**config.mk**
```make
export PLATFORM = sky130hd
export DESIGN_NAME = instr_sequencer_flat
export DESIGN_NICKNAME = d
export VERILOG_FILES = /design/src/rtl/instr_sequencer_pkg.sv /design/src/rtl/instr_sequencer_if.sv /design/src/rtl/instr_sequencer_decode.sv /design/src/rtl/instr_sequencer.sv /design/src/flat_wrapper.sv
export SDC_FILE = /design/constraint.sdc
export NUM_CORES = 1
export LEC_CHECK = 0
export ABC_AREA = 1
export CAP_MARGIN = 20
export CORE_ASPECT_RATIO = 1.25
export CORE_MARGIN = 10
export CORE_UTILIZATION = 33
export CTS_CLUSTER_SIZE = 28
export DETAILED_ROUTE_END_ITERATION = 7
export PLACE_DENSITY_LB_ADDON = 0.3
export SLEW_MARGIN = 20
export SYNTH_ARGS = -nofsm -noshare
export SYNTH_HDL_FRONTEND = slang
export SYNTH_SLANG_ARGS = --single-unit
export TNS_END_PERCENT = 20
```
**constraint.sdc**
```tcl
create_clock -name clk -period 4.8 [get_ports clk]
set_clock_uncertainty 0.2 [all_clocks]
set_input_delay 0.96 -clock clk [delete_from_list [all_inputs] [get_ports clk]]
set_output_delay 0.96 -clock clk [all_outputs]
set_load 0.01 [all_outputs]
```
**src/rtl/instr_sequencer_pkg.sv**
```systemverilog
// Shared definitions for the instruction sequencer: widths, opcodes,
// ALU operator codes, write-back selects and FSM/decode encodings.
package instr_sequencer_pkg;

  localparam int DATA_W  = 16;
  localparam int REG_AW  = 4;
  localparam int ALU_OPW = 3;
  localparam int PC_W    = 16;

  localparam logic [3:0] OP_ADD  = 4'h0;
  localparam logic [3:0] OP_ADDI = 4'h1;
  localparam logic [3:0] OP_SUB  = 4'h2;
  localparam logic [3:0] OP_SUBI = 4'h3;
  localparam logic [3:0] OP_MULT = 4'h4;
  localparam logic [3:0] OP_SW   = 4'h5;
  localparam logic [3:0] OP_LW   = 4'h6;
  localparam logic [3:0] OP_LWI  = 4'h7;
  localparam logic [3:0] OP_NAND = 4'h8;
  localparam logic [3:0] OP_DIV  = 4'h9;
  localparam logic [3:0] OP_MOD  = 4'hA;
  localparam logic [3:0] OP_ROTL = 4'hB;
  localparam logic [3:0] OP_BLE  = 4'hC;
  localparam logic [3:0] OP_BGE  = 4'hD;
  localparam logic [3:0] OP_BEQ  = 4'hE;
  localparam logic [3:0] OP_J    = 4'hF;

  localparam logic [ALU_OPW-1:0] ALU_ADD  = 3'd0;
  localparam logic [ALU_OPW-1:0] ALU_SUB  = 3'd1;
  localparam logic [ALU_OPW-1:0] ALU_MULT = 3'd2;
  localparam logic [ALU_OPW-1:0] ALU_NAND = 3'd3;
  localparam logic [ALU_OPW-1:0] ALU_DIV  = 3'd4;
  localparam logic [ALU_OPW-1:0] ALU_MOD  = 3'd5;
  localparam logic [ALU_OPW-1:0] ALU_ROTL = 3'd6;
  localparam logic [ALU_OPW-1:0] ALU_NOP  = 3'd7;

  localparam logic [1:0] WB_ALU  = 2'd0;
  localparam logic [1:0] WB_DMEM = 2'd1;
  localparam logic [1:0] WB_IMM  = 2'd2;

  typedef enum logic [2:0] {
    ST_FETCH  = 3'd0,
    ST_DECODE = 3'd1,
    ST_EXEC   = 3'd2,
    ST_MEM    = 3'd3,
    ST_BRANCH = 3'd4,
    ST_WB     = 3'd5
  } state_t;

  typedef enum logic [2:0] {
    CL_ALU    = 3'd0,
    CL_MEM    = 3'd1,
    CL_LWI    = 3'd2,
    CL_BRANCH = 3'd3,
    CL_JUMP   = 3'd4
  } instr_class_t;

endpackage

```
**src/rtl/instr_sequencer_if.sv**
```systemverilog
// Bus bundle between the sequencer and the fetch port, register file,
// ALU and data memory. The sequencer side is the master.
interface instr_sequencer_if;
  import instr_sequencer_pkg::*;

  logic              imem_req;
  logic [PC_W-1:0]   imem_addr;
  logic              imem_ack;
  logic [DATA_W-1:0] imem_rdata;
  logic [REG_AW-1:0] reg_addr_a;
  logic [REG_AW-1:0] reg_addr_b;
  logic [REG_AW-1:0] reg_addr_c;
  logic              reg_we;
  logic [DATA_W-1:0] reg_rdata_a;
  logic [DATA_W-1:0] reg_rdata_b;
  logic [1:0]        wb_sel;
  logic [DATA_W-1:0] imm;
  logic [ALU_OPW-1:0] alu_operator;
  logic              alu_src_imm;
  logic              alu_start;
  logic              alu_done;
  logic              dmem_req;
  logic              dmem_we;
  logic              dmem_ack;
  logic [PC_W-1:0]   pc;

  modport master (
    output imem_req, imem_addr, reg_addr_a, reg_addr_b, reg_addr_c, reg_we,
           wb_sel, imm, alu_operator, alu_src_imm, alu_start, dmem_req,
           dmem_we, pc,
    input  imem_ack, imem_rdata, reg_rdata_a, reg_rdata_b, alu_done, dmem_ack
  );

  modport slave (
    input  imem_req, imem_addr, reg_addr_a, reg_addr_b, reg_addr_c, reg_we,
           wb_sel, imm, alu_operator, alu_src_imm, alu_start, dmem_req,
           dmem_we, pc,
    output imem_ack, imem_rdata, reg_rdata_a, reg_rdata_b, alu_done, dmem_ack
  );

endinterface

```
**src/rtl/instr_sequencer_decode.sv**
```systemverilog
// Combinational decode of the instruction register into its class and the
// control values the sequencer latches during DECODE.
module instr_sequencer_decode
  import instr_sequencer_pkg::*;
(
  input  logic [DATA_W-1:0]  ir,
  output instr_class_t       dec_class,
  output logic [ALU_OPW-1:0] dec_alu_op,
  output logic [REG_AW-1:0]  dec_addr_a,
  output logic [REG_AW-1:0]  dec_addr_b,
  output logic [REG_AW-1:0]  dec_addr_c,
  output logic [DATA_W-1:0]  dec_imm,
  output logic [1:0]         dec_wb_sel,
  output logic               dec_src_imm,
  output logic               dec_dmem_we
);

  logic [3:0] op, rc, ra, rb;

  assign op = ir[15:12];
  assign rc = ir[11:8];
  assign ra = ir[7:4];
  assign rb = ir[3:0];

  // Opcode to ALU function; anything that does not use the ALU gets NOP.
  always_comb begin
    dec_alu_op = ALU_NOP;
    case (op)
      OP_ADD, OP_ADDI: dec_alu_op = ALU_ADD;
      OP_SUB, OP_SUBI: dec_alu_op = ALU_SUB;
      OP_MULT:         dec_alu_op = ALU_MULT;
      OP_NAND:         dec_alu_op = ALU_NAND;
      OP_DIV:          dec_alu_op = ALU_DIV;
      OP_MOD:          dec_alu_op = ALU_MOD;
      OP_ROTL:         dec_alu_op = ALU_ROTL;
      default:         dec_alu_op = ALU_NOP;
    endcase
  end

  // Instruction class, register addresses, immediate and write-back source.
  always_comb begin
    dec_class   = CL_ALU;
    dec_addr_a  = '0;
    dec_addr_b  = '0;
    dec_addr_c  = '0;
    dec_imm     = '0;
    dec_wb_sel  = WB_ALU;
    dec_src_imm = 1'b0;
    dec_dmem_we = 1'b0;
    case (op)
      OP_ADD, OP_SUB, OP_MULT, OP_NAND, OP_DIV, OP_MOD, OP_ROTL: begin
        dec_addr_a = ra;
        dec_addr_b = rb;
        dec_addr_c = rc;
      end
      OP_ADDI, OP_SUBI: begin
        dec_addr_a  = rc;
        dec_addr_c  = rc;
        dec_src_imm = 1'b1;
        dec_imm     = {{(DATA_W-8){ir[7]}}, ir[7:0]};
      end
      OP_LWI: begin
        dec_class  = CL_LWI;
        dec_addr_c = rc;
        dec_imm    = {{(DATA_W-8){1'b0}}, ir[7:0]};
        dec_wb_sel = WB_IMM;
      end
      OP_LW: begin
        dec_class  = CL_MEM;
        dec_addr_a = ra;
        dec_addr_c = rc;
        dec_wb_sel = WB_DMEM;
      end
      OP_SW: begin
        // ra supplies the store data, rb the address.
        dec_class   = CL_MEM;
        dec_addr_a  = ra;
        dec_addr_b  = rb;
        dec_dmem_we = 1'b1;
      end
      OP_BLE, OP_BGE, OP_BEQ: begin
        dec_class  = CL_BRANCH;
        dec_addr_a = rc;
        dec_addr_b = ra;
        dec_imm    = {{(DATA_W-4){ir[3]}}, ir[3:0]};
      end
      OP_J: begin
        dec_class = CL_JUMP;
        dec_imm   = {{(DATA_W-12){1'b0}}, ir[11:0]};
      end
      default: dec_class = CL_ALU;
    endcase
  end

endmodule

```
**src/rtl/instr_sequencer.sv**
```systemverilog
// Multi-cycle fetch/decode/execute control loop. Owns the program counter,
// the fetch and data-memory handshakes and the ALU start pulse.
//
//   state  | meaning
//   FETCH  | imem_req high until imem_ack, instruction latched into ir
//   DECODE | latch addresses/operator/imm from ir, pick next phase
//   EXEC   | alu_start on first cycle, wait for alu_done
//   MEM    | dmem_req high until dmem_ack
//   BRANCH | signed compare of the two read ports, resolve pc
//   WB     | one-cycle reg_we, pc + 1
module instr_sequencer
  import instr_sequencer_pkg::*;
(
  input  logic               clk,
  input  logic               rst,
  instr_sequencer_if.master  bus
);

  state_t             state;
  logic [DATA_W-1:0]  ir;
  logic [PC_W-1:0]    pc, pc_inc;
  logic               imem_req, dmem_req, dmem_we, reg_we, alu_start, src_imm;
  logic [REG_AW-1:0]  addr_a, addr_b, addr_c;
  logic [DATA_W-1:0]  imm_q;
  logic [1:0]         wb_sel;
  logic [ALU_OPW-1:0] alu_op;

  instr_class_t       dec_class;
  logic [ALU_OPW-1:0] dec_alu_op;
  logic [REG_AW-1:0]  dec_addr_a, dec_addr_b, dec_addr_c;
  logic [DATA_W-1:0]  dec_imm;
  logic [1:0]         dec_wb_sel;
  logic               dec_src_imm, dec_dmem_we;

  logic signed [DATA_W-1:0] opnd_a, opnd_b;
  logic                     taken;

  instr_sequencer_decode u_decode (
    .ir          (ir),
    .dec_class   (dec_class),
    .dec_alu_op  (dec_alu_op),
    .dec_addr_a  (dec_addr_a),
    .dec_addr_b  (dec_addr_b),
    .dec_addr_c  (dec_addr_c),
    .dec_imm     (dec_imm),
    .dec_wb_sel  (dec_wb_sel),
    .dec_src_imm (dec_src_imm),
    .dec_dmem_we (dec_dmem_we)
  );

  assign pc_inc = pc + {{(PC_W-1){1'b0}}, 1'b1};
  assign opnd_a = bus.reg_rdata_a;
  assign opnd_b = bus.reg_rdata_b;

  // Branch condition from the opcode still held in ir.
  always_comb begin
    taken = 1'b0;
    case (ir[15:12])
      OP_BLE:  taken = (opnd_a <= opnd_b);
      OP_BGE:  taken = (opnd_a >= opnd_b);
      OP_BEQ:  taken = (opnd_a == opnd_b);
      default: taken = 1'b0;
    endcase
  end

  // Sequencer FSM with registered strobes; every path back to FETCH raises imem_req.
  always_ff @(posedge clk or negedge rst) begin
    if (!rst) begin
      state     <= ST_FETCH;
      pc        <= '0;
      ir        <= '0;
      imem_req  <= 1'b0;
      dmem_req  <= 1'b0;
      dmem_we   <= 1'b0;
      reg_we    <= 1'b0;
      alu_start <= 1'b0;
      src_imm   <= 1'b0;
      addr_a    <= '0;
      addr_b    <= '0;
      addr_c    <= '0;
      imm_q     <= '0;
      wb_sel    <= WB_ALU;
      alu_op    <= ALU_NOP;
    end else begin
      reg_we    <= 1'b0;
      alu_start <= 1'b0;
      case (state)
        ST_FETCH: begin
          if (!imem_req) begin
            imem_req <= 1'b1;
          end else if (bus.imem_ack) begin
            ir       <= bus.imem_rdata;
            imem_req <= 1'b0;
            state    <= ST_DECODE;
          end
        end
        ST_DECODE: begin
          addr_a  <= dec_addr_a;
          addr_b  <= dec_addr_b;
          addr_c  <= dec_addr_c;
          imm_q   <= dec_imm;
          wb_sel  <= dec_wb_sel;
          alu_op  <= dec_alu_op;
          src_imm <= dec_src_imm;
          dmem_we <= dec_dmem_we;
          case (dec_class)
            CL_ALU: begin
              alu_start <= 1'b1;
              state     <= ST_EXEC;
            end
            CL_MEM: begin
              dmem_req <= 1'b1;
              state    <= ST_MEM;
            end
            CL_LWI: begin
              reg_we <= 1'b1;
              state  <= ST_WB;
            end
            CL_BRANCH: state <= ST_BRANCH;
            default: begin
              pc       <= PC_W'(dec_imm);
              imem_req <= 1'b1;
              state    <= ST_FETCH;
            end
          endcase
        end
        ST_EXEC: begin
          if (bus.alu_done) begin
            reg_we <= 1'b1;
            state  <= ST_WB;
          end
        end
        ST_MEM: begin
          if (dmem_req && bus.dmem_ack) begin
            dmem_req <= 1'b0;
            if (dmem_we) begin
              pc       <= pc_inc;
              imem_req <= 1'b1;
              state    <= ST_FETCH;
            end else begin
              reg_we <= 1'b1;
              state  <= ST_WB;
            end
          end
        end
        ST_BRANCH: begin
          pc       <= taken ? (pc_inc + PC_W'(imm_q)) : pc_inc;
          imem_req <= 1'b1;
          state    <= ST_FETCH;
        end
        ST_WB: begin
          pc       <= pc_inc;
          imem_req <= 1'b1;
          state    <= ST_FETCH;
        end
        default: state <= ST_FETCH;
      endcase
    end
  end

  assign bus.imem_req     = imem_req;
  assign bus.imem_addr    = pc;
  assign bus.pc           = pc;
  assign bus.reg_addr_a   = addr_a;
  assign bus.reg_addr_b   = addr_b;
  assign bus.reg_addr_c   = addr_c;
  assign bus.reg_we       = reg_we;
  assign bus.wb_sel       = wb_sel;
  assign bus.imm          = imm_q;
  assign bus.alu_operator = alu_op;
  assign bus.alu_src_imm  = src_imm;
  assign bus.alu_start    = alu_start;
  assign bus.dmem_req     = dmem_req;
  assign bus.dmem_we      = dmem_we;

endmodule
```
**src/flat_wrapper.sv**
```systemverilog
// flat-port wrapper written by rule: the top's interface ports become plain ports
module instr_sequencer_flat import instr_sequencer_pkg::*;
  (clk, rst, bus_imem_req, bus_imem_addr, bus_reg_addr_a, bus_reg_addr_b, bus_reg_addr_c, bus_reg_we, bus_wb_sel, bus_imm, bus_alu_operator, bus_alu_src_imm, bus_alu_start, bus_dmem_req, bus_dmem_we, bus_pc, bus_imem_ack, bus_imem_rdata, bus_reg_rdata_a, bus_reg_rdata_b, bus_alu_done, bus_dmem_ack);
  instr_sequencer_if bus_i ();
  input  logic clk;
  input  logic rst;
  output wire logic [$bits(bus_i.imem_req)-1:0] bus_imem_req;
  output wire logic [$bits(bus_i.imem_addr)-1:0] bus_imem_addr;
  output wire logic [$bits(bus_i.reg_addr_a)-1:0] bus_reg_addr_a;
  output wire logic [$bits(bus_i.reg_addr_b)-1:0] bus_reg_addr_b;
  output wire logic [$bits(bus_i.reg_addr_c)-1:0] bus_reg_addr_c;
  output wire logic [$bits(bus_i.reg_we)-1:0] bus_reg_we;
  output wire logic [$bits(bus_i.wb_sel)-1:0] bus_wb_sel;
  output wire logic [$bits(bus_i.imm)-1:0] bus_imm;
  output wire logic [$bits(bus_i.alu_operator)-1:0] bus_alu_operator;
  output wire logic [$bits(bus_i.alu_src_imm)-1:0] bus_alu_src_imm;
  output wire logic [$bits(bus_i.alu_start)-1:0] bus_alu_start;
  output wire logic [$bits(bus_i.dmem_req)-1:0] bus_dmem_req;
  output wire logic [$bits(bus_i.dmem_we)-1:0] bus_dmem_we;
  output wire logic [$bits(bus_i.pc)-1:0] bus_pc;
  input wire logic [$bits(bus_i.imem_ack)-1:0] bus_imem_ack;
  input wire logic [$bits(bus_i.imem_rdata)-1:0] bus_imem_rdata;
  input wire logic [$bits(bus_i.reg_rdata_a)-1:0] bus_reg_rdata_a;
  input wire logic [$bits(bus_i.reg_rdata_b)-1:0] bus_reg_rdata_b;
  input wire logic [$bits(bus_i.alu_done)-1:0] bus_alu_done;
  input wire logic [$bits(bus_i.dmem_ack)-1:0] bus_dmem_ack;
  assign bus_imem_req = bus_i.imem_req;
  assign bus_imem_addr = bus_i.imem_addr;
  assign bus_reg_addr_a = bus_i.reg_addr_a;
  assign bus_reg_addr_b = bus_i.reg_addr_b;
  assign bus_reg_addr_c = bus_i.reg_addr_c;
  assign bus_reg_we = bus_i.reg_we;
  assign bus_wb_sel = bus_i.wb_sel;
  assign bus_imm = bus_i.imm;
  assign bus_alu_operator = bus_i.alu_operator;
  assign bus_alu_src_imm = bus_i.alu_src_imm;
  assign bus_alu_start = bus_i.alu_start;
  assign bus_dmem_req = bus_i.dmem_req;
  assign bus_dmem_we = bus_i.dmem_we;
  assign bus_pc = bus_i.pc;
  assign bus_i.imem_ack = bus_imem_ack;
  assign bus_i.imem_rdata = bus_imem_rdata;
  assign bus_i.reg_rdata_a = bus_reg_rdata_a;
  assign bus_i.reg_rdata_b = bus_reg_rdata_b;
  assign bus_i.alu_done = bus_alu_done;
  assign bus_i.dmem_ack = bus_dmem_ack;
  instr_sequencer u_core (.clk(clk), .rst(rst), .bus(bus_i));
endmodule
```
== Word-level counts from Yosys, hierarchy flattened ==
Memories as Yosys holds them, arrays and structs flattened. A register that Yosys moved wholly into a read port is not among the register bits.
Index checks and enable logic that the tools add are counted.

* Add/sub/neg operators: 2
* Magnitude comparators: 2
* Eq/ne operators: 31
* Multiplexer cells: 37
* Reductions and logical operators: 22

{| class="wikitable"
|+ Operators by type and width
! cell !! count
|-
| one-hot mux 16 bit (4 select lines) || 2
|-
| 2-to-1 mux 16 bit || 4
|-
| one-hot mux 3 bit (4 select lines) || 3
|-
| == test 4 bit (second input constant) || 8
|-
| adder 16 x 1 -> 16 bit (second input constant) || 1
|-
| adder 16 bit || 1
|-
| == test 16 bit || 1
|-
| == test 4 x 3 -> 1 bit (second input constant) || 4
|-
| >= comparator 16 bit || 1
|-
| <= comparator 16 bit || 1
|-
| one-hot mux 4 bit (2 select lines) || 2
|-
| 2-to-1 mux 1 bit || 15
|-
| 2-to-1 mux 3 bit || 5
|-
| == test 3 x 2 -> 1 bit (second input constant) || 4
|-
| AND reduction 4 bit || 3
|-
| OR reduction 11 bit || 1
|-
| OR reduction 9 bit || 1
|-
| == test 4 x 2 -> 1 bit (second input constant) || 2
|-
| inequality test 2 x 1 -> 1 bit (second input constant) || 4
|-
| nonzero test 4 bit || 2
|-
| OR reduction 8 bit || 1
|-
| == test 3 x 1 -> 1 bit (second input constant) || 2
|-
| == test 3 bit (second input constant) || 2
|-
| logical NOT 3 bit || 2
|-
| other kinds (16) || 22
|}

* Bits in registers: 71
* ROM bits: 48
* Input bits: 53
* Output and inout bits: 71
* Word-level logic and storage cells: 109
* Memories: 1

{| class="wikitable"
|+ Memories
! name !! words !! bits a word !! rd ports !! clocked after memory_dff !! write ports !! RTL line !! source
|-
| (no name shown) || 16 || 3 || 1 || 1 || 0 || instr_sequencer_decode.sv:28 || <nowiki>case (op)</nowiki>
|}

== Longest topological paths before layout ==
Gate-level depths: netlist (run 1).

* Depth in word-level cells: 7
* Gate-level depth with buffers: 21
* Depth with buffers taken out: 21

== Hierarchy ==
Synthesis (run 1) repeated with hierarchy kept, for this count alone.

* Cells, all modules: 828
* Area, all modules: 5,710.5 um2

{| class="wikitable"
|+ Modules (own cells, without submodules)
! module !! times used !! cells an instance !! area each (um2) !! seq. area each (um2)
|-
| instr_sequencer || 1 || 710 || 5,132.4 || 1,855.5
|-
| instr_sequencer_decode || 1 || 118 || 578.1 || 0.0
|}

== Least setup slack after synthesis (run 1) ==
Ideal clock, no wire load.

* Path kind: register to register
* Start: register u_core.pc[0], in the netlist u_core.bus.imem_addr[0]
* End: register u_core.pc[13], in the netlist u_core.bus.imem_addr[13]
* Setup time: 0.073 ns
* Arrival: 2.672 ns
* Data required time: 4.527 ns
* Slack: 1.855 ns
* Cell stages (with the launch flop): 20
* Path buffers: 0
* Clock period less this slack: 2.945 ns
* Cell sequence: dfrtp_1 ha_1 nand2_1 nor2_1 nand2_1 nor2_1 xor2_1 inv_1 ha_1 nand2_1 nor3_1 nand2_1 nand3_1 a21oi_1 or2_1 nand3_1 nand2_1 nand2_1 nand3_1 a21oi_2

* Longest elaborated chain between the ends: 4
* Elaborated cells between the ends (all ways): 6
* Classes of those cells: 2 x add/sub; 4 x mux

{| class="wikitable"
|+ Ends and longest elaborated chain
! what !! RTL line !! source
|-
| from (decl) || instr_sequencer.sv:21 || <nowiki>logic [PC_W-1:0] pc, pc_inc;</nowiki>
|-
| from (signal assigned) || instr_sequencer.sv:121 || <nowiki>pc <= PC_W'(dec_imm);</nowiki>
|-
| from (signal assigned) || instr_sequencer.sv:137 || <nowiki>pc <= pc_inc;</nowiki>
|-
| from (signal assigned) || instr_sequencer.sv:147 || <nowiki>pc <= taken ? (pc_inc + PC_W'(imm_q)) : pc_inc;</nowiki>
|-
| adder 16 x 1 -> 16 bit (*) || instr_sequencer.sv:51 || <nowiki>assign pc_inc = pc + {{(PC_W-1){1'b0}}, 1'b1};</nowiki>
|-
| adder 16 bit / 2-to-1 mux 16 bit (equally long branches) || instr_sequencer.sv:147, instr_sequencer.sv:136 ||
|-
| 2-to-1 mux 16 bit, on equally long branches || instr_sequencer.sv:147, instr_sequencer.sv:134 ||
|-
| one-hot mux 16 bit (4 select lines) (*) || instr_sequencer.sv:87 || <nowiki>case (state)</nowiki>
|}

Every way passes the cells marked *; elsewhere a longest branch is shown, timed or not. The select of a mux whose other input is x is not followed.
A chain may end at the register's enable or synchronous reset.

== Worst setup path in the final report (run 1) ==
* Start: register u_core.pc[0], in the netlist u_core.bus.imem_addr[0]
* End: register u_core.pc[15], in the netlist u_core.bus.imem_addr[15]

Same word-level chain as after synthesis.

==> impl_results.md, run 1 <==
- First-pass DRT Iterations: 5
- Area of the multi-input gates: 2914 um2
- Hold_buf cts: 0
- Number of global-route vias before repair: 5024
- EDFF count, synth: 0
- Chip width: 134.3 um
- Distinct cells, synth: 48
- Final worst-path cycle share: 71.76%
- Fin Setup TNS: 0 ns
- Final setup fails: 0
- Synth Flop Type: dfrtp_1
- Slowest CP cell: dfrtp_1
- All-Layer GR Usage: 14.12%
- Post-CTS sizing: 0
- F_max: 290.3 MHz
- H-tree depth reported by CTS: 3
- Critical path type: reg2reg
- Initial core utilization: 33.41%
- FP Rows: 52
- Vias: 4932
- Largest net degree at the start of global routing: 50
- Routability cong.: 0.9281
- Final hold vios: 0
- Hold Crit Class: reg2reg
- Max Slew Vio Count: 0
- Clock Path Buffers: 2
- Fill count: 1732
- Hold Path End: u_core.bus.alu_operator[1]$_DFFE_PN1N_
- WP buf/inv: 2
- Mapped Cells: 742
- Slew HR: 39.84%
- Routed Antenna Nets: 0
- Final hold slack: 0.2658 ns
- IO Pins: 124
- Area of the mapped netlist: 5391 um2
- Max_cap viols: 0
- DRT iter0 DRCs: 247
- Tot Pwr: 5.122 mW
- Unrepaired setup endpoints after global routing: false
- Vias per cell: 4.640
- Tightest Pin Transition: 0.8941 ns
- Hold Crit Depth: 2
- Reg2reg setup slack: 1.36 ns
- # nets final: 933
- Syn_nets: 833
- WL per Instance: 14.49 um
- Crit-path cells: ha_1 -> nand2_1 -> nor2_1 -> nand2_1 -> nor2_1 -> nand3_1 -> o21ai_1 -> inv_1 -> ha_1 -> a21oi_1 -> o21bai_1 -> a21oi_1 -> nand2_1 -> a21oi_1 -> inv_1 -> nand2_1 -> nand2_1 -> nand2_1 -> nand3_1 -> a21oi_1
- Crit path launch type: flop
- Delay-heaviest family, CP: simple AND/OR/NAND/NOR gates
- Seq/Total Area, Yosys: 33.02%
- Clock latency on the worst-skew pair: 0.34 ns
- Ys async rst share: 100.0%
- P_leak: 3.494 nW
- DP HPWL: 12.27 mm
- Critical R2R Capture: u_core.bus.imem_addr[15]$_DFFE_PN0P_
- Core Area: 16140 um2
- Core Util, Final: 43.41%
- First-pass GRT wire length: 25.14 mm
- Initial antenna violation count: 0
- Synthesis warning total: 0
- Root Buffer: clkbuf_16
- Die area: 21880 um2
- Die height: 162.9 um
- CTS tree: yes
- Pwr dens: 731.2 nW/um2
- Critical Path RT: 4.87 ns
- Worst Setup End Kind: flop
- CP max FO: 7
- DRC viols: 0
- I/O Buffers: 123
- Area growth, synth to finish: 29.91%
- Min-delay src: u_core.bus.alu_operator[1]$_DFFE_PN1N_
- Most frequent CP cell: nand2_1
- Drt total wl: 15.41 mm
- Worst Reg-to-Reg Cells: 20
- Clock sink count: 71
- Crit-path max cell delay: 0.48 ns
- ANT cells: 0
- FF+latch count, synth: 71
- FF/Latch Area: 1780 um2
- Min Tclk post-route: 3.445 ns
- Outcome: completed
- Reg2reg start: u_core.bus.imem_addr[0]$_DFFE_PN0P_
- Arrival time at the worst endpoint: 3.51 ns
- VDD IR max: 0.0002475 V
- Synth Area per Inst: 7.266 um2
- CTS buffer count: 9
- GRT overflow: 0
- Post-CTS Setup Inserts: 0
- Clock slew at reported path FFs: 0.06 ns
- Layout cells sized above 1: 8.264%
[state kept, by name (all words and copies together), names as in the netlist]
signal,cells
u_core.bus.alu_operator,3
u_core.bus.alu_src_imm,1
u_core.bus.alu_start,1
u_core.bus.dmem_req,1
u_core.bus.dmem_we,1
u_core.bus.imem_addr,16
u_core.bus.imem_req,1
u_core.bus.imm,13
u_core.bus.reg_addr_a,4
u_core.bus.reg_addr_b,4
u_core.bus.reg_addr_c,4
u_core.bus.reg_we,1
u_core.bus.wb_sel,2
u_core.ir,16
u_core.state,3
[layout make-up]
cell class / instances / area share [%]
Clock inverter: 7 / 1.733
Multi-Input combinational cell: 515 / 41.60
Clock buffer: 9 / 3.215
Inverter: 121 / 6.520
Sequential cell: 71 / 25.42
Timing Repair Buffer: 124 / 17.65
Tap cell: 216 / 3.859
[through the flow]
stage,worst slack [ns],instance area (um2),std cells
3_5_place_dp,1.329,6655,1047
3_3_place_gp,1.360,6655,1047
4_1_cts,1.333,7002,1063
5_1_grt,0.8789,7004,1063
6_report,1.355,7004,1063
2_1_floorplan,1.855,5391,742
[power by group]
group | internal, mW | total (mW) | switching, mW
registers | 0.882 | 1.17 | 0.289
clock network | 0.509 | 0.777 | 0.268
logic | 1.32 | 3.17 | 1.85
[worst max path at each step]
stage                                              startpoint                                    to  cells past startpoint
after floorplan           u_core.bus.imem_addr[0]$_DFFE_PN0P_  u_core.bus.imem_addr[13]$_DFFE_PN0P_                     19
after global placement                    bus_reg_rdata_b[15]  u_core.bus.imem_addr[14]$_DFFE_PN0P_                     13
after detailed placement                  bus_reg_rdata_b[15]  u_core.bus.imem_addr[10]$_DFFE_PN0P_                     13
after CTS                 u_core.bus.imem_addr[0]$_DFFE_PN0P_  u_core.bus.imem_addr[13]$_DFFE_PN0P_                     19
after global routing      u_core.bus.imem_addr[0]$_DFFE_PN0P_  u_core.bus.imem_addr[15]$_DFFE_PN0P_                     20
final                     u_core.bus.imem_addr[0]$_DFFE_PN0P_  u_core.bus.imem_addr[15]$_DFFE_PN0P_                     20
[worst reg2reg max path, delay by kind of cell (launching register included)]
family	cells	cell delay (ns)
compound gates	6	1.00
simple gates	10	1.01
buf+inv	2	0.15
fa+ha+maj	2	0.55
flops	1	0.48
[Yosys cell counts, drive strengths merged, types with 2 or more instances]
cell type,n,area [um2]
nor3,10,55.05
dfstp,3,78.83
mux2,10,112.6
o21ai,37,188.9
a31oi,3,18.77
a221oi,4,35.03
xnor2,2,17.52
clkbuf,7,26.28
nand4,4,25.02
a22oi,8,60.06
o211ai,4,30.03
a21oi,55,297.8
o221ai,4,35.03
or2,3,18.77
clkinv,2,7.510
a21o,3,22.52
nand2,202,780.8
ha,37,462.9
buf,28,213.9
nand3,49,255.3
dfrtp,68,1702
nor4,5,43.79
nand3b,2,15.01
inv,119,449.2
nor2,49,219.0
xor2,17,148.9
[routing by layer]
metal,share of wire (%),GRT usage (%)
met1,42,15.81
met2,51,25.75
met4,1.1,3.568
met5,0,0
met3,5.8,3.796
[placed cells by master, fill, tap and decap left out, types with 8 or more instances in the layout]
cell type / instances
nand2_1: 197
nor2_1: 39
dfrtp_1: 68
ha_1: 37
a22oi_1: 8
inv_1: 108
o21ai_0: 31
mux2_2: 10
nor2_2: 8
clkbuf_16: 9
clkdlybuf4s50_1: 122
xor2_1: 17
a21oi_1: 49
nor3_1: 9
inv_2: 10
nand3_1: 47
[cell families after synthesis]
kind of cell,after synthesis,synth area share (%)
flops,71,33.02
fa+ha+maj,38,8.958
simple gates,325,26.41
buf+inv,156,12.93
mux,10,2.089
xor+xnor,19,3.087
compound gates,123,13.51
Note: power is estimated with default switching activity, not from simulation.
==> inputs of run 2 (changes only) <==
clock period = 3.4 ns   (was 4.8 ns; I/O delays follow)
==> run 2 against run 1 <==
Via count grew 3.0%. Total power grew 43%. Critical path depth shrank 2. Die area is the same. Setup slack lost 0.99 ns. Global-route usage grew 0.61 points. Design area grew 1.8%. Count of clock-buffer cells in the layout grew 4. Combinational power grew 48%. First-iteration DRC count grew 18%. Core utilization grew 0.78 points. Critical path type unchanged. Critical endpoint unchanged. Largest cell class unchanged.
==> impl_results.md, run 2 (same netlist as run 1, synthesis figures left out) <==
- DRC viols: 0
- Min Tclk post-route: 3.033 ns
- Core Util, Final: 44.18%
- H-tree depth reported by CTS: 3
- WL per Instance: 14.66 um
- Initial antenna violation count: 0
- Critical path type: reg2reg
- Critical Path RT: 3.46 ns
- F_max: 329.7 MHz
- Hold Crit Class: in2async
- Switching pwr: 3.477 mW
- Setup WS post-layout: 0.3669 ns
- ANT cells: 0
- Routed Antenna Nets: 0
- I/O Buffers: 123
- Part of the power in the clock network: 13.6%
- Sw Share: 47.46%
- Slowest CP cell: dfrtp_2
- CTS buffer count: 9
- First-pass GRT wire length: 26.38 mm
- IO Pins: 124
- Max_cap viols: 0
- Place WS: 0.1167 ns
- Clock slew at reported path FFs: 0.06 ns
- Tot Pwr: 7.327 mW
- Pwr dens: 1028 nW/um2
- Pint: 3.850 mW
- Worst Reg-to-Reg Cells: 18
- Die area: 21880 um2
- Chip width: 134.3 um
- Clock Path Buffers: 2
- Drt total wl: 15.76 mm
- Fill count: 1718
- Met2 usage: 26.11%
- Root Buffer: clkbuf_16
- Max Slew Vio Count: 0
- WP depth: 18
- Reg2reg start: u_core.bus.imem_addr[2]$_DFFE_PN0P_
- Commonest non-fill, non-tap cell in the layout: nand2_1
- Vias: 5078
- Met1 usage: 16.65%
- P_leak: 3.546 nW
- Final hold slack: 0.2080 ns
- Fin Setup TNS: 0 ns
- Area growth, synth to finish: 32.23%
- Outcome: completed
- Clock sink count: 71
- DP HPWL: 12.48 mm
- FP Rows: 52
- Critical R2R Capture: u_core.bus.imem_addr[15]$_DFFE_PN0P_
- Final setup fails: 0
- Sequential share of power: 22.5%
- Largest net degree at the start of global routing: 49
- First-pass DRT Iterations: 5
- CTS tree: yes
- CP max FO: 6
- Layout cells sized above 1: 10.83%
- Delay-heaviest family, CP: simple AND/OR/NAND/NOR gates
- Most frequent cells in the layout: nand2_1, clkdlybuf4s50_1, inv_1, dfrtp_1
- Crit-path cells: nand3_2 -> nor2_2 -> nand3_2 -> nor3_4 -> nand2_1 -> xor2_1 -> inv_1 -> ha_1 -> inv_1 -> nor3_2 -> inv_1 -> nor3_1 -> a21oi_1 -> nand3_1 -> nand2_1 -> nand2_1 -> nand3_1 -> a21oi_1
- Arrival time at the worst endpoint: 3.10 ns
- Grt met3 use: 3.457%
- Combinational Power Share: 64.0%
- Crit-path max cell delay: 0.42 ns
- All-Layer GR Usage: 14.73%
- DRT iter0 DRCs: 291
- Routability cong.: 0.8798
- VDD IR max: 0.0003047 V
- Tightest Pin Transition: 0.8662 ns
- Reg2reg setup slack: 0.37 ns
- Slew HR: 41.72%
- GRT overflow: 0
- Clock latency on the worst-skew pair: 0.34 ns
- Initial core utilization: 33.41%
- Number of global-route vias before repair: 5276
- WP buf/inv: 3
- # nets final: 945
- Vias per cell: 4.724
- Die height: 162.9 um
- Core Area: 16140 um2
- Final hold vios: 0
- Crit path launch type: flop
- Final worst-path cycle share: 89.21%
- Most used routing layer in global routing: met2
- Worst Setup End Kind: flop
## run 2: changes by cell type in the layout (fill, tap and decap cells not counted), sizes merged
cell | previous run | this run
bufinv | 3 | 1
buf | 2 | 14
clkinv | 6 | 4
clkbuf | 9 | 13
## run 2: power groups by stage
| stage | clock, mW | sequential, mW | combinational, mW |
|---|---|---|---|
| 2_1_floorplan | 0 | 1.68 | 3.04 |
| 3_3_place_gp | 0 | 1.65 | 4.57 |
| 3_5_place_dp | 0 | 1.66 | 4.58 |
| 4_1_cts | 1.01 | 1.65 | 4.61 |
| 5_1_grt | 1.04 | 1.71 | 5.34 |
| 6_report | 0.995 | 1.65 | 4.69 |
## run 2: worst max path at each step
stage | start | end | slack [ns]
4_1_cts | u_core.bus.imem_addr[0]$_DFFE_PN0P_ | u_core.bus.imem_addr[15]$_DFFE_PN0P_ | 0.11
5_1_grt | u_core.bus.imem_addr[3]$_DFFE_PN0P_ | u_core.bus.imem_addr[15]$_DFFE_PN0P_ | -0.009
6_report | u_core.bus.imem_addr[2]$_DFFE_PN0P_ | u_core.bus.imem_addr[15]$_DFFE_PN0P_ | 0.37
2_1_floorplan | u_core.bus.imem_addr[0]$_DFFE_PN0P_ | u_core.bus.imem_addr[13]$_DFFE_PN0P_ | 0.45
3_5_place_dp | u_core.bus.imem_addr[0]$_DFFE_PN0P_ | u_core.bus.imem_addr[15]$_DFFE_PN0P_ | 0.12
3_3_place_gp | u_core.bus.imem_addr[0]$_DFFE_PN0P_ | u_core.bus.imem_addr[15]$_DFFE_PN0P_ | 0.22
## run 2: layout make-up
class | count | area, um2 | share of cell area, %
clock inverters | 3 | 40.04 | 0.5616
clock buffers | 13 | 270.3 | 3.791
flip-flops and latches | 71 | 1785 | 25.04
well taps | 216 | 270.3 | 3.791
repair buffers | 136 | 1336 | 18.74
multi-input cells | 515 | 2970 | 41.66
inverters | 121 | 456.7 | 6.406
## run 2: what timing repair did
action | CTS | global route
hold buffers | 0 | 0
gates resized for setup | 0 | 15
buffers inserted | 0 | 3
endpoints found under the setup margin | 0 | 8
## run 2: per-stage QoR
stage / std cells / cell area [um2]
after floorplan: 742 / 5391
after global placement: 1056 / 6735
after detailed placement: 1056 / 6735
after CTS: 1072 / 7046
after global routing: 1075 / 7129
final: 1075 / 7129
## run 2: metal layers
layer  vias to the layer above  share of wire (%)  routed length, um
li1                       2604                  -                  -
met1                      2321                 41               6514
met4                         0                2.5                401
met2                       124                 50               7926
met3                        29                5.8                912
met5                         -                  0                  0
